`src/rtl/pmem_arbiter.sv`:
```
`default_nettype none
// ----------------------------------------------------------------------------
// pmem_arbiter: round-robin I/D cache arbiter for the shared cacheline adaptor.
// Revision: 1.0
// ----------------------------------------------------------------------------
module pmem_arbiter #(
  parameter int ADDR_W         = 32,
  parameter int LINE_W         = 256,
  parameter int TIMEOUT_CYCLES = 1024
) (
  input  logic                  clk,
  input  logic                  rst,

  input  logic                  i_mem_read,
  input  logic [ADDR_W-1:0]     i_mem_address,
  output logic [LINE_W-1:0]     i_mem_rdata,
  output logic                  i_mem_resp,

  input  logic                  d_mem_read,
  input  logic                  d_mem_write,
  input  logic [ADDR_W-1:0]     d_mem_address,
  input  logic [LINE_W-1:0]     d_mem_wdata,
  input  logic [LINE_W/8-1:0]   d_mem_byte_enable,
  output logic [LINE_W-1:0]     d_mem_rdata,
  output logic                  d_mem_resp,

  output logic                  ca_mem_read,
  output logic                  ca_mem_write,
  output logic [ADDR_W-1:0]     ca_mem_address,
  output logic [LINE_W-1:0]     ca_mem_wdata,
  output logic [LINE_W/8-1:0]   ca_mem_byte_enable,
  input  logic [LINE_W-1:0]     ca_mem_rdata,
  input  logic                  ca_mem_resp,

  output logic                  err_timeout
);

  localparam int c_BE_W = LINE_W / 8;

  typedef enum logic [1:0] {
    ST_IDLE    = 2'd0,
    ST_BUSY_I  = 2'd1,
    ST_BUSY_D  = 2'd2,
    ST_RECOVER = 2'd3
  } state_t;

  state_t              r_state;
  state_t              w_state_next;
  logic                r_last_grant_d;
  logic                w_i_pend;
  logic                w_d_pend;
  logic                w_grant_i;
  logic                w_grant_d;
  logic                w_busy;
  logic                w_done;

  logic                r_ca_read;
  logic                r_ca_write;
  logic [ADDR_W-1:0]   r_ca_address;
  logic [LINE_W-1:0]   r_ca_wdata;
  logic [c_BE_W-1:0]   r_ca_byte_enable;

  assign w_i_pend = i_mem_read;
  assign w_d_pend = d_mem_read | d_mem_write;
  assign w_busy   = (r_state == ST_BUSY_I) || (r_state == ST_BUSY_D);
  assign w_done   = w_busy & ca_mem_resp;

  // On a tie the requester that did not win last time is served.
  always_comb begin
    w_state_next = r_state;
    w_grant_i    = 1'b0;
    w_grant_d    = 1'b0;
    case (r_state)
      ST_IDLE: begin
        if (w_i_pend && (!w_d_pend || r_last_grant_d)) begin
          w_grant_i    = 1'b1;
          w_state_next = ST_BUSY_I;
        end else if (w_d_pend) begin
          w_grant_d    = 1'b1;
          w_state_next = ST_BUSY_D;
        end
      end
      ST_BUSY_I, ST_BUSY_D: begin
        if (ca_mem_resp) begin
          w_state_next = ST_RECOVER;
        end
      end
      ST_RECOVER: begin
        w_state_next = ST_IDLE;
      end
      default: begin
        w_state_next = ST_IDLE;
      end
    endcase
  end

  always_ff @(posedge clk or negedge rst) begin
    if (!rst) begin
      r_state        <= ST_IDLE;
      r_last_grant_d <= 1'b1;
    end else begin
      r_state <= w_state_next;
      if (w_grant_i) begin
        r_last_grant_d <= 1'b0;
      end else if (w_grant_d) begin
        r_last_grant_d <= 1'b1;
      end
    end
  end

  // Adaptor port is driven purely from these registers; requester inputs are
  // only sampled at the grant.
  always_ff @(posedge clk or negedge rst) begin
    if (!rst) begin
      r_ca_read        <= 1'b0;
      r_ca_write       <= 1'b0;
      r_ca_address     <= '0;
      r_ca_wdata       <= '0;
      r_ca_byte_enable <= '0;
    end else if (w_grant_i) begin
      r_ca_read        <= 1'b1;
      r_ca_write       <= 1'b0;
      r_ca_address     <= i_mem_address;
      r_ca_wdata       <= '0;
      r_ca_byte_enable <= '0;
    end else if (w_grant_d) begin
      r_ca_read        <= ~d_mem_write;
      r_ca_write       <= d_mem_write;
      r_ca_address     <= d_mem_address;
      r_ca_wdata       <= d_mem_wdata;
      r_ca_byte_enable <= d_mem_byte_enable;
    end else if (w_done) begin
      r_ca_read  <= 1'b0;
      r_ca_write <= 1'b0;
    end
  end

  assign ca_mem_read        = r_ca_read;
  assign ca_mem_write       = r_ca_write;
  assign ca_mem_address     = r_ca_address;
  assign ca_mem_wdata       = r_ca_wdata;
  assign ca_mem_byte_enable = r_ca_byte_enable;

  assign i_mem_rdata = ca_mem_rdata;
  assign d_mem_rdata = ca_mem_rdata;
  assign i_mem_resp  = (r_state == ST_BUSY_I) & ca_mem_resp;
  assign d_mem_resp  = (r_state == ST_BUSY_D) & ca_mem_resp;

  generate
    if (TIMEOUT_CYCLES > 0) begin : g_watchdog
      localparam int                c_CNT_W    = $clog2(TIMEOUT_CYCLES + 1);
      localparam logic [c_CNT_W-1:0] c_LIMIT    = c_CNT_W'(TIMEOUT_CYCLES);
      localparam logic [c_CNT_W-1:0] c_LIMIT_M1 = c_CNT_W'(TIMEOUT_CYCLES - 1);

      logic [c_CNT_W-1:0] r_wd_count;
      logic               r_err;

      // Flag only; the stuck transaction is left to complete whenever it can.
      always_ff @(posedge clk or negedge rst) begin
        if (!rst) begin
          r_wd_count <= '0;
          r_err      <= 1'b0;
        end else begin
          if (w_grant_i || w_grant_d) begin
            r_wd_count <= '0;
          end else if (w_busy && !ca_mem_resp && (r_wd_count != c_LIMIT)) begin
            r_wd_count <= r_wd_count + c_CNT_W'(1);
          end
          if (w_busy && !ca_mem_resp && (r_wd_count == c_LIMIT_M1)) begin
            r_err <= 1'b1;
          end
        end
      end

      assign err_timeout = r_err;
    end else begin : g_no_watchdog
      assign err_timeout = 1'b0;
    end
  endgenerate

endmodule
`default_nettype wire

```
`config.mk`:
```
export PLATFORM = sky130hd
export DESIGN_NAME = pmem_arbiter
export DESIGN_NICKNAME = d
export VERILOG_FILES = /design/src/rtl/pmem_arbiter.sv
export SDC_FILE = /design/constraint.sdc
export NUM_CORES = 1
export LEC_CHECK = 0
export BUFFER_PORTS_ARGS = -buffer_cell sky130_fd_sc_hd__buf_2
export CAP_MARGIN = 20
export CORE_AREA = 2 2 572 574
export CTS_CLUSTER_SIZE = 8
export DETAILED_ROUTE_END_ITERATION = 16
export DIE_AREA = 0 0 574 576
export PLACE_DENSITY = 0.3
export SETUP_SLACK_MARGIN = 0.5
export SLEW_MARGIN = 20
export SYNTH_ARGS = -nofsm -noshare
export SYNTH_HDL_FRONTEND = slang
export SYNTH_SLANG_ARGS = --single-unit
```
`constraint.sdc`:
```
create_clock -name clk -period 2.2 [get_ports clk]
set_clock_uncertainty 0.15 [all_clocks]
set_input_delay 0.11 -clock clk [delete_from_list [all_inputs] [get_ports clk]]
set_output_delay 0.11 -clock clk [all_outputs]
set_load 0.01 [all_outputs]
```
==> results.py, run 1 <==
metrics = {
    "cells_and_area": {
        "finalNetCount": 2820,
        "drive_above_1_share": 0.430,
        "seq_area_mm2": 0.00844,
        "multi_input_area_mm2": 0.00379,
        "fillerInstances": 37800,
        "area_delta_synth_final_pct": 87.5,
    },
    "synth": {
        "synthesis.nets": 2045,
        "syn_avg_cell_area_um2": 11.5,
        "yosys.cell_types.count": 39,
        "synth_area_mm2": 0.0164,
        "synth_area_leaders": "dfrtp_1 (51%), buf_4 (24%), a22o_1 (15%)",
        "yosysTopAreaCellShare": 0.511,
        "syn_inst": 1425,
        "yosys_warnings": 0,
        "yosys.area.top_type": "dfrtp_1",
        "ys_seq_area_frac": 0.513,
        "synth_seq_cells": 337,
    },
    "pwr": {
        "peakVddDrop_v": 0.000620,
        "swShare": 0.396,
        "p_comb_frac": 0.491,
        "power.total_mw": 36.8,
        "seqPwrFrac": 0.277,
        "p_int_mw": 22.3,
        "leakage_nw": 13.3,
        "power_density_mw_per_mm2": 1190,
        "net-switching-power_mw": 14.6,
        "p_clk_frac": 0.231,
    },
    "cts": {
        "numCtsBuffers": 54,
        "clk_pin_slew_ns": 0.05,
        "cts_max_level": 2,
        "clk_path_buf_depth": 3,
        "cts_sinks": 337,
        "clock_latency_ns": 0.72,
        "root_buffer": "clkbuf_16",
        "cts_tree": "done",
    },
    "timing": {
        "relSlewSlack": 0.544,
        "fmax_mhz": 508,
        "drv_slew": 0,
        "setup_viol": 0,
        "rsz0062_at_grt": "yes",
        "worst_pin_slew_ns": 0.685,
        "min_period_over_period": 0.895,
        "finalSetupTns_ns": 0,
        "finalCriticalPeriod_ns": 1.97,
        "hold-worst-slack_ns": 0.0700,
        "finalHoldViolations": 0,
    },
    "die": {
        "fp.dieArea_mm2": 0.331,
        "placementRows": 210,
        "num_io_pins": 1451,
        "start_util": 0.0505,
        "die_h_um": 576,
        "core_area_mm2": 0.325,
        "die_w_um": 574,
    },
    "setup_path": {
        "cp.arrival_ns": 2.40,
        "timing.critical_path.mode_cell": "buf_12",
        "max_stage_delay_ns": 0.56,
        "cp.buffers_inverters": 3,
        "cp-start-kind": "register",
        "critPathKind": "reg2reg",
        "critical_path.cell_chain": "nand2_1, and3b_4, buf_12, buf_12, clkbuf_16, a22o_1",
        "end_kind": "register",
        "worst-path-max-fanout": 14,
        "r2r_slack_ns": 0.23,
        "worstPathRequired_ns": 2.63,
        "cpMaxStageDelayCell": "dfstp_2",
        "critPathTopFamily": "flip-flops",
    },
    "detailed_routing": {
        "firstDrtPassIters": 5,
        "vias": 15500,
        "drc_errors": 0,
        "vias_per_cell": 2.32,
        "routedWlPerCell_um": 27.9,
        "drt_iter0_markers": 817,
        "antenna_left": 0,
        "wirelength_um": 186000,
    },
    "grt": {
        "grt_pass1_wl_um": 217000,
        "grt_pass1_vias": 15300,
        "grt_max_degree": 55,
        "antenna_found_initial": 259,
        "overflow": 0,
        "grt_usage": 0.105,
    },
    "hold_path": {
        "hold_path_class": "in2out",
    },
    "place": {
        "dp_hpwl_um": 152000,
        "gp_congestion": 0.687,
        "io_buffers": 682,
    },
    "outcome": {
        "status": "finished clean",
    },
    "flow_run": {
        "maxCapViolCount": 0,
    },
}
-- worst reg2reg max path: cells and delay by family, from the launching register on --
family | cells | cell delay (ns)
AO/OA/AOI/OAI | 1 | 0.25
buffers and inverters | 3 | 0.55
AND/OR/NAND/NOR | 2 | 0.33
flip-flops | 1 | 0.56
-- final timing paths --
path / startpoint / endpoint / cells after the start
min reg2reg: ca_mem_wdata[166]$_DFFE_PN0P_ / ca_mem_wdata[166]$_DFFE_PN0P_ / 1
max: r_last_grant_d$_DFFE_PN1P_ / ca_mem_wdata[135]$_DFFE_PN0P_ / 6
min in group asynchronous: rst / ca_mem_read$_DFFE_PN0P_ / 3
min: ca_mem_rdata[16] / d_mem_rdata[16] / 0
max reg2reg: r_last_grant_d$_DFFE_PN1P_ / ca_mem_wdata[135]$_DFFE_PN0P_ / 6
max in group asynchronous: rst / ca_mem_wdata[155]$_DFFE_PN0P_ / 4
-- placed cells by master, fill, tap and decap left out, types with 7 or more instances in the layout --
master,count
dfrtp_1,335
buf_6,18
a22o_1,288
nand2_4,9
nand2_2,9
diode_2,101
clkbuf_16,82
clkbuf_1,15
buf_8,12
buf_4,43
nand2_1,51
buf_2,665
clkbuf_8,7
a31oi_1,32
buf_12,40
nor2_1,40
dlygate4sd3_1,466
buf_16,37
-- cells in the mapped netlist --
cell,n
inv_1,6
buf_6,30
a32oi_1,1
xor2_1,4
nand3b_1,2
ha_1,6
a41oi_1,1
nor2b_1,1
nand2b_1,2
a21oi_1,3
buf_2,25
a31o_1,1
and3b_1,1
nor4_1,2
o21ai_0,3
nand4_1,3
dfrtp_1,336
a22o_1,288
nor3_1,2
a21boi_0,1
dfstp_2,1
nor2_1,44
xnor2_1,3
nor2_2,1
and3_1,2
or4b_1,1
or3_1,2
o31ai_1,2
o21bai_1,1
buf_1,6
nand2_1,69
a31oi_1,34
clkbuf_1,15
buf_4,515
and2_1,2
inv_2,1
nand3_1,3
o211ai_1,4
nand4b_1,1
-- stage by stage --
| step | worst slack (ns) | instances | area, um2 | utilization |
|---|---|---|---|---|
| 5_1_grt | 0.167 | 6624 | 30700 | 0.0944 |
| 4_1_cts | 0.194 | 6531 | 29400 | 0.0905 |
| 3_5_place_dp | 0.189 | 5912 | 21600 | 0.0663 |
| 6_report | 0.231 | 6677 | 30800 | 0.0948 |
| 3_3_place_gp | 0.189 | 5912 | 21600 | 0.0663 |
| 2_1_floorplan | 0.480 | 1425 | 16500 | - |
-- layer usage --
metal,share of wire,GRT usage,up-vias
met5,0.0082,0.00746,-
met4,0.036,0.0370,186
met3,0.17,0.0822,492
met2,0.41,0.154,1381
met1,0.37,0.114,7250
li1,-,-,6211
-- flip-flops by register name, summed over array words and instances, names as in the netlist --
name and cells:
g_watchdog.r_wd_count 11, ca_mem_write 1, err_timeout 1, ca_mem_wdata 256, r_last_grant_d 1, ca_mem_address 32, ca_mem_byte_enable 32, r_state 2
ca_mem_read 1
-- kinds of logic after synthesis --
kind of cell,after synthesis,synth area share
flops,337,0.513
compound gates,339,0.173
xor+xnor,7,0.00373
simple gates,138,0.0356
fa+ha+maj,6,0.00457
buf+inv,598,0.270
-- what timing repair did --
item,in CTS,in global routing
pin swaps,103,110
endpoints found under the setup margin,339,339
gates resized for setup,103,78
buffers inserted,39,13
hold buffers,466,0
cloned,28,32
hold endpoints to repair,674,0
-- layout make-up --
| cell class | instances | share of cell area |
|---|---|---|
| timing repair buffer | 1310 | 0.365 |
| sequential | 337 | 0.274 |
| tap | 4346 | 0.176 |
| multi-input combinational | 490 | 0.123 |
| clock buffer | 76 | 0.0488 |
| antenna | 101 | 0.00820 |
| clock inverter | 10 | 0.00450 |
| inverter | 7 | 0.000852 |
-- power by group through the flow --
stage                     clock network, mW  logic [mW]  registers, mW
final                                  8.53        18.1           10.2
after global routing                   9.18        19.3           10.5
after CTS                              9.03        16.7           10.2
after detailed placement                  0        12.7           10.2
after global placement                    0        12.6           10.3
after floorplan                           0        5.82           11.1
No activity file was read; power rests on OpenSTA's default activity.
==> run 2: changes to the inputs <==
--- a/config.mk
+++ b/config.mk
@@ -8,6 +8,7 @@
 export BUFFER_PORTS_ARGS = -buffer_cell sky130_fd_sc_hd__buf_2
 export CAP_MARGIN = 20
 export CORE_AREA = 2 2 572 574
+export CTS_BUF_LIST = sky130_fd_sc_hd__clkbuf_16
 export CTS_CLUSTER_SIZE = 8
 export DETAILED_ROUTE_END_ITERATION = 16
 export DIE_AREA = 0 0 574 576
==> run 2 against run 1 <==
Sequential cell count unchanged. Design area shrank 0.49%. Critical path depth up 2. Via count decreased by 0.45%. Maximum frequency fell by 2.0%. Routed wire length is 0.31% higher. Sequential power is essentially flat. Power decreased by 0.78%. First-iteration DRC count shrank 8.8%. Core utilization about the same. Critical endpoint is now ca_mem_wdata[140]$_DFFE_PN0P_. Global-route usage hardly changed. Largest power group unchanged. Clock-buffer cell count decreased by 22.
==> results.py, run 2 (synthesis results as in run 1) <==
metrics = {
    "outcome": {
        "status": "finished clean",
    },
    "place": {
        "io_buffers": 682,
        "gp_congestion": 0.687,
        "dp_hpwl_um": 152000,
        "dp_cells": 5912,
        "place_ws_ns": 0.189,
        "placed_area_mm2": 0.0216,
    },
    "grt": {
        "grt_pass1_vias": 15300,
        "grt_usage": 0.105,
        "grt_pass1_wl_um": 216000,
        "overflow": 0,
        "grt_max_degree": 55,
        "antenna_found_initial": 262,
    },
    "cts": {
        "clk_pin_slew_ns": 0.05,
        "clk_path_buf_depth": 3,
        "numCtsBuffers": 54,
        "clock_latency_ns": 0.71,
        "cts_tree": "done",
        "cts_max_level": 2,
        "root_buffer": "clkbuf_16",
        "cts_sinks": 337,
    },
    "die": {
        "start_util": 0.0505,
        "num_io_pins": 1451,
        "die_h_um": 576,
        "placementRows": 210,
        "fp.dieArea_mm2": 0.331,
        "die_w_um": 574,
        "core_area_mm2": 0.325,
    },
    "detailed_routing": {
        "wl_met3_um": 31000,
        "wl_met1_um": 69700,
        "firstDrtPassIters": 4,
        "drc_errors": 0,
        "antenna_left": 0,
        "vias_per_cell": 2.31,
        "routedWlPerCell_um": 28.0,
        "wirelength_um": 187000,
        "wl_met2_um": 77000,
        "top_layer_used": "met5",
        "drt_iter0_markers": 745,
        "vias": 15500,
    },
    "timing": {
        "setup_ws_ns": 0.191,
        "drv_slew": 0,
        "finalSetupTns_ns": 0,
        "fmax_mhz": 498,
        "rsz0062_at_grt": "yes",
        "finalHoldViolations": 0,
        "worst_pin_slew_ns": 0.672,
        "relSlewSlack": 0.552,
        "setup_viol": 0,
        "min_period_over_period": 0.913,
        "finalCriticalPeriod_ns": 2.01,
        "hold-worst-slack_ns": 0.0700,
    },
    "setup_path": {
        "worstPathRequired_ns": 2.62,
        "end_kind": "register",
        "cp.arrival_ns": 2.43,
        "worst-path-max-fanout": 8,
        "cp-start-kind": "register",
        "critPathKind": "reg2reg",
    },
    "pwr": {
        "net-switching-power_mw": 14.6,
        "leakage_nw": 13.2,
        "p_int_mw": 21.9,
        "p_comb_frac": 0.496,
        "p_clk_frac": 0.225,
        "swShare": 0.400,
        "power.total_mw": 36.5,
        "power_density_mw_per_mm2": 1190,
        "peakVddDrop_v": 0.000619,
        "seqPwrFrac": 0.279,
    },
    "cells_and_area": {
        "final_util": 0.0943,
        "area_delta_synth_final_pct": 86.6,
        "final_common_cell": "buf_2",
        "layout_common_cells": "buf_2 (665), dlygate4sd3_1 (466), dfrtp_1 (335)",
        "largest_reg_flops": 256,
        "drive_above_1_share": 0.428,
        "stdcell_count": 6682,
        "final_area_mm2": 0.0307,
        "finalNetCount": 2823,
    },
    "hold_path": {
        "hold_path_class": "in2out",
    },
    "flow_run": {
        "maxCapViolCount": 0,
    },
}
-- run 2: changes by cell type in the layout (fill, tap and decap cells not counted), moves of 4 or more --
cell / before / now
nor2_2: 3 / 12
nand2_2: 9 / 5
buf_16: 37 / 33
clkbuf_8: 7 / 0
nand2_4: 9 / 1
inv_1: 4 / 19
clkinv_1: 0 / 7
clkbuf_1: 15 / 0
buf_4: 43 / 52
nor2_1: 40 / 30
nand2_1: 51 / 63
buf_12: 40 / 36
-- run 2: routing by layer --
metal / GRT usage / vias up
li1: - / 6210
met1: 0.114 / 7225
met3: 0.0819 / 488
met2: 0.151 / 1349
met5: 0.00746 / -
met4: 0.0399 / 178
-- run 2: worst paths after layout --
check,depth (start not counted),startpoint,to,slack [ns]
max,8,r_state[0]$_DFFE_PN0P_,ca_mem_wdata[140]$_DFFE_PN0P_,0.19
min,0,ca_mem_rdata[16],d_mem_rdata[16],0.07
max reg2reg,8,r_state[0]$_DFFE_PN0P_,ca_mem_wdata[140]$_DFFE_PN0P_,0.19
min reg2reg,1,ca_mem_wdata[134]$_DFFE_PN0P_,ca_mem_wdata[134]$_DFFE_PN0P_,0.34
max in group asynchronous,4,rst,ca_mem_wdata[155]$_DFFE_PN0P_,0.66
min in group asynchronous,3,rst,ca_mem_read$_DFFE_PN0P_,0.38
-- run 2: timing repair --
action | 4_1_cts | 5_1_grt
resized for setup | 94 | 79
pin swaps | 66 | 137
hold buffers | 466 | 0
endpoints found under the setup margin | 339 | 339
gates cloned | 25 | 33
buffers inserted | 36 | 21
hold endpoints to repair | 674 | 0
-- run 2: cell type report --
class,count,area [um2]
Fill cell,37800,295000
Multi-Input combinational cell,490,3790
Clock buffer,54,1350
Timing Repair Buffer,1313,11200
Antenna cell,103,258
Sequential cell,337,8440
Tap cell,4346,5440
Clock inverter,32,221
Inverter,7,26.3
-- run 2: critical path, stage by stage, from the launching register on --
cell and delay, ns:
dfrtp_1 0.40, inv_2 0.10, ha_4 0.15, buf_6 0.10, o31ai_4 0.11, buf_12 0.19
buf_16 0.16, clkbuf_16 0.24, a22o_1 0.20
-- run 2: power by group through the flow --
stage                     registers, mW  logic, mW  clock network (mW)
after floorplan                    11.1       5.82                   0
after CTS                          10.2       16.6                8.71
final                              10.2       18.1                8.21
after global routing               10.5       19.3                8.86
after global placement             10.3       12.6                   0
after detailed placement           10.2       12.7                   0
